`config.mk`:
```
export PLATFORM = sky130hd
export DESIGN_NAME = tff_count_sched
export DESIGN_NICKNAME = d
export VERILOG_FILES = /design/src/rtl/tff_sched_pkg.sv /design/src/rtl/tff_cell.sv /design/src/rtl/tff_count_sched.sv
export SDC_FILE = /design/constraint.sdc
export NUM_CORES = 1
export LEC_CHECK = 0
export ABC_AREA = 1
export CAP_MARGIN = 20
export CORE_MARGIN = 4
export CORE_UTILIZATION = 50
export DETAILED_ROUTE_END_ITERATION = 12
export PLACE_DENSITY_LB_ADDON = 0.08
export SYNTH_ARGS = -nofsm -noshare
export SYNTH_HDL_FRONTEND = slang
export SYNTH_SLANG_ARGS = --single-unit
```
`constraint.sdc`:
```
create_clock -name clk -period 1.75 [get_ports clk]
set_clock_uncertainty 0.15 [all_clocks]
set_input_delay 0.4375 -clock clk [delete_from_list [all_inputs] [get_ports clk]]
set_output_delay 0.4375 -clock clk [all_outputs]
set_load 0.05 [all_outputs]
```
`src/rtl/tff_sched_pkg.sv`:
```
// ============================================================================
// Module  : tff_sched_pkg
// Brief   : Shared state encoding and parameter defaults for tff_count_sched.
// Revision: 1.0 - initial release
// ============================================================================
`default_nettype none

package tff_sched_pkg;

    localparam int DEF_W        = 4;
    localparam int DEF_PRESCALE = 4;

    typedef enum logic [1:0] {
        IDLE = 2'd0,
        RUN  = 2'd1,
        DONE = 2'd2
    } state_t;

endpackage

`default_nettype wire

```
`src/rtl/tff_cell.sv`:
```
// ============================================================================
// Module  : tff_cell
// Brief   : Single T flip-flop with synchronous active-high reset.
// Revision: 1.0 - initial release
// ============================================================================
`default_nettype none

module tff_cell (
    input  logic clk,
    input  logic reset,
    input  logic t,
    output logic q
);

    always_ff @(posedge clk) begin
        if (reset) begin
            q <= 1'b0;
        end else begin
            q <= q ^ t;
        end
    end

endmodule

`default_nettype wire

```
`src/rtl/tff_count_sched.sv`:
```
// ============================================================================
// Module  : tff_count_sched
// Brief   : Start/stop/one-shot sequencer driving a bank of T cells as a
//           programmable modulo counter. Optional tick prescaler is enabled
//           by defining TFF_SCHED_PRESCALE_EN.
// Revision: 1.0 - initial release
// ============================================================================
`default_nettype none

module tff_count_sched
    import tff_sched_pkg::*;
#(
    parameter int W        = DEF_W,
    parameter int PRESCALE = DEF_PRESCALE
) (
    input  logic         clk,
    input  logic         reset,
    input  logic         start,
    input  logic         stop,
    input  logic         oneshot,
    input  logic         dir,
    input  logic [W-1:0] limit,
    output logic [W-1:0] count,
    output logic         busy,
    output logic         tc,
    output logic         done
);

    state_t       r_state;
    state_t       w_state_nxt;
    logic [W-1:0] r_limit;
    logic         r_dir;
    logic         r_oneshot;
    logic         r_tc;

    logic [W-1:0] w_t;
    logic [W-1:0] w_next;
    logic         w_terminal;
    logic         w_tick;
    logic         w_tc_nxt;
    logic         w_accept;

    assign w_accept = (r_state == IDLE) && start && !stop;

`ifdef TFF_SCHED_PRESCALE_EN
    localparam int              c_PW       = (PRESCALE > 1) ? $clog2(PRESCALE) : 1;
    localparam logic [c_PW-1:0] c_PRE_LAST = c_PW'(PRESCALE - 1);

    logic [c_PW-1:0] r_pre;

    assign w_tick = (r_pre == c_PRE_LAST);

    // Held at zero outside RUN, so every run starts a fresh prescale period.
    always_ff @(posedge clk) begin
        if (reset || (r_state != RUN) || stop || w_tick) begin
            r_pre <= '0;
        end else begin
            r_pre <= r_pre + 1'b1;
        end
    end
`else
    localparam int c_unused_prescale = PRESCALE;

    assign w_tick = 1'b1;
`endif

    always_comb begin
        if (r_dir) begin
            w_terminal = (count == r_limit);
            w_next     = w_terminal ? {W{1'b0}} : count + 1'b1;
        end else begin
            w_terminal = (count == {W{1'b0}});
            w_next     = w_terminal ? r_limit : count - 1'b1;
        end
    end

    always_comb begin
        w_state_nxt = r_state;
        w_t         = {W{1'b0}};
        w_tc_nxt    = 1'b0;
        case (r_state)
            IDLE: begin
                if (w_accept) begin
                    w_state_nxt = RUN;
                    w_t         = count ^ (dir ? {W{1'b0}} : limit);
                end
            end
            RUN: begin
                if (stop) begin
                    w_state_nxt = IDLE;
                end else if (w_tick) begin
                    w_tc_nxt = w_terminal;
                    // A one-shot run freezes on its terminal value instead of wrapping.
                    if (w_terminal && r_oneshot) begin
                        w_state_nxt = DONE;
                    end else begin
                        w_t = count ^ w_next;
                    end
                end
            end
            DONE: begin
                w_state_nxt = IDLE;
            end
            default: begin
                w_state_nxt = IDLE;
            end
        endcase
    end

    always_ff @(posedge clk) begin
        if (reset) begin
            r_state   <= IDLE;
            r_tc      <= 1'b0;
            r_limit   <= {W{1'b0}};
            r_dir     <= 1'b0;
            r_oneshot <= 1'b0;
        end else begin
            r_state <= w_state_nxt;
            r_tc    <= w_tc_nxt;
            if (w_accept) begin
                r_limit   <= limit;
                r_dir     <= dir;
                r_oneshot <= oneshot;
            end
        end
    end

    for (genvar gi = 0; gi < W; gi++) begin : g_cell
        tff_cell u_cell (
            .clk   (clk),
            .reset (reset),
            .t     (w_t[gi]),
            .q     (count[gi])
        );
    end

    assign busy = (r_state == RUN);
    assign done = (r_state == DONE);
    assign tc   = r_tc;

endmodule

`default_nettype wire
```
==> results of run 1 <==
## metrics by stage
step / area, µm² / setup TNS (ns) / utilization, %
after floorplan: 915 / 0 / -
after global placement: 1220 / -0.794 / 70.5
after detailed placement: 1220 / -1.02 / 70.5
after CTS: 1240 / 0 / 72.0
after global routing: 1270 / -0.0369 / 73.4
final: 1270 / 0 / 73.4
## metal layers
metal / GRT usage, % / part of all wire (%) / vias to the layer above / routed length [µm]
met4: 9.42 / 2.1 / 0 / 42
li1: - / - / 508 / -
met5: 0 / 0 / - / 0
met2: 29.1 / 47 / 18 / 957
met1: 23.2 / 46 / 415 / 926
met3: 2.97 / 5.3 / 6 / 107
## what timing repair did
item,CTS,global route
buffers inserted,0,1
endpoints found under the setup margin,0,4
gates resized for setup,0,6
## cell usage in the layout, fill, tap and decap left out, drive strengths merged
master / synthesis / routed
a21oi: 15 / 15
buf: 4 / 19
clkbuf: 2 / 4
clkdlybuf4s50: 0 / 9
dfxtp: 13 / 13
ha: 2 / 2
inv: 17 / 17
nand2: 44 / 44
nand3: 12 / 12
nand4: 3 / 3
nor2: 20 / 20
o21ai: 8 / 8
or2: 1 / 1
xor2: 2 / 2
## worst paths after layout
kind                                          from            endpoint  depth (start not counted)
worst min-delay path                    r_limit[0]          r_limit[0]                          2
worst max register to register  g_cell[0].u_cell.q  g_cell[2].u_cell.q                         10
worst min register to register          r_limit[0]          r_limit[0]                          2
worst max-delay path            g_cell[0].u_cell.q  g_cell[2].u_cell.q                         10
## state kept, by name, summed over array words and instances (netlist names)
register	flops
tc	1
r_state	2
g_cell.u_cell.q	4
r_oneshot	1
r_limit	4
r_dir	1
## where the power goes
part / switching [mW] / total, mW / internal [mW]
combinational: 0.208 / 0.373 / 0.165
clock: 0.100 / 0.188 / 0.0884
sequential: 0.0179 / 0.334 / 0.316
## area by class of cell
type	count	area share [%]
inverters	17	5.23
well taps	25	2.47
clock buffers	4	2.07
repair buffers	28	25.3
multi-input cells	107	44.1
flip-flops and latches	13	20.8
## kinds of logic after synthesis
| group | Yosys count | share of synthesized area [%] |
|---|---|---|
| adders and majority gates | 2 | 2.74 |
| xor gates and xnor gates | 2 | 1.92 |
| AOI/OAI and AO/OA | 23 | 14.7 |
| DFF | 13 | 28.5 |
| and+or+nand+nor | 80 | 40.3 |
| buffers and inverters | 23 | 11.8 |
## critical path, cell delays in order (launching register included)
cell and delay (ns):
dfxtp_2 0.35, buf_4 0.15, nand2_1 0.07, nand2_2 0.10
nor2_4 0.05, nand3_4 0.09, nand2_2 0.09, a21oi_4 0.19
nand2_1 0.10, a21oi_1 0.15, nor2_1 0.06
==> impl_metrics.json, run 1 <==
{
  "ios": 17,
  "wirelength_um": 2030,
  "die_x_um": 50.7,
  "die_height_um": 50.7,
  "htreeDepth": 1,
  "power_density_mw_per_mm2": 707,
  "worst_slack_ns": 0.0970,
  "synth-main-ff-cell": "dfxtp_1",
  "grt_pass1_vias": 863,
  "tritoncts": "done",
  "fillerInstances": 134,
  "hold_viol": 0,
  "final_nets": 182,
  "netlist_top_cells_area": "dfxtp_1 29%, nand2_1 16%, nor2_1 7.4%, a21oi_1 6.6%, nand3_1 6.0%",
  "synth_edf_count": 0,
  "multi_input_area_um2": 559,
  "max_freq_mhz": 605,
  "die_area_mm2": 0.00257,
  "diodes": 0,
  "grt_max_degree": 12,
  "synth_cell_types": 21,
  "area_growth_pct": 39.0,
  "netlist_instances": 143,
  "leakage_nw": 0.585,
  "yosysMostFrequentCell": "nand2_1",
  "dp_hpwl_um": 1650,
  "ff_latch_area_um2": 264,
  "vdd.ir_drop.worst_mv": 0.538,
  "period_minus_slack_ns": 1.65,
  "worstSetupStartpointType": "register",
  "wl_per_cell_um": 10.5,
  "track_usage_pct": 18.2,
  "antenna_found_initial": 0,
  "drive_above_1_share_pct": 26.0,
  "clkTransAtPathRegs_ns": 0.08,
  "place.gp.congestion": 0.853,
  "synth_common_cells": "38 x nand2_1, 18 x nor2_1, 13 x dfxtp_1, 13 x inv_1, 12 x a21oi_1",
  "cts_buffers": 3,
  "yosys_warnings": 0,
  "cts.hold.buffers_added": 0,
  "crit_fanout": 7,
  "cp.required_ns": 1.78,
  "crit_type": "reg -> reg",
  "syn-mean-instance-area_um2": 6.38,
  "portBuffers": 16,
  "grt-ovfl-total": 0,
  "ys_seq_area_share_pct": 28.5,
  "worst_pin_slew_ns": 0.318,
  "start_util_pct": 52.8,
  "insertion_delay_ns": 0.28,
  "fin_cells": 194,
  "drc": 0,
  "final_max_slew_viol_count": 0,
  "num_vias": 947,
  "core_region_area_mm2": 0.00173,
  "status": "finished, final reports clean",
  "ys_seq_elements": 13,
  "whs_ns": 0.326,
  "post-route-period-util_pct": 94.5,
  "cp-end-kind": "register",
  "clock_sinks": 13,
  "syn_nets": 155,
  "grt_first_pass_wirelength_um": 3560,
  "cts_root_buf": "clkbuf_4",
  "slew-limit-headroom_pct": 78.8,
  "rows": 15,
  "r2r_setup_slack_ns": 0.1,
  "synth_top_area_share_pct": 28.5,
  "placed_cells": 189,
  "yosysTopAreaCell": "dfxtp_1",
  "dpl_worst_slack_ns": -0.141,
  "rsz0062_at_grt": "true",
  "viasPerCell": 4.88,
  "ant_nets": 0,
  "cts_buffer_depth": 2,
  "p_total_uw": 896,
  "hp-class": "reg -> reg",
  "syn_area_um2": 912,
  "cp.arrival_ns": 1.68,
  "dr.pass1.iters": 4,
  "finalSetupViolations": 0,
  "synthArstFlopShare_pct": 0,
  "maxCapViolCount": 0,
  "drt_iter0_drc": 19
}
(Power assumes the default switching activity.)
==> run 2: changes to the inputs <==
- CTS_CLUSTER_SIZE: default -> 28
==> results of run 2 <==
Same layout as run 1: the final DEF is identical, and so are final timing and power.
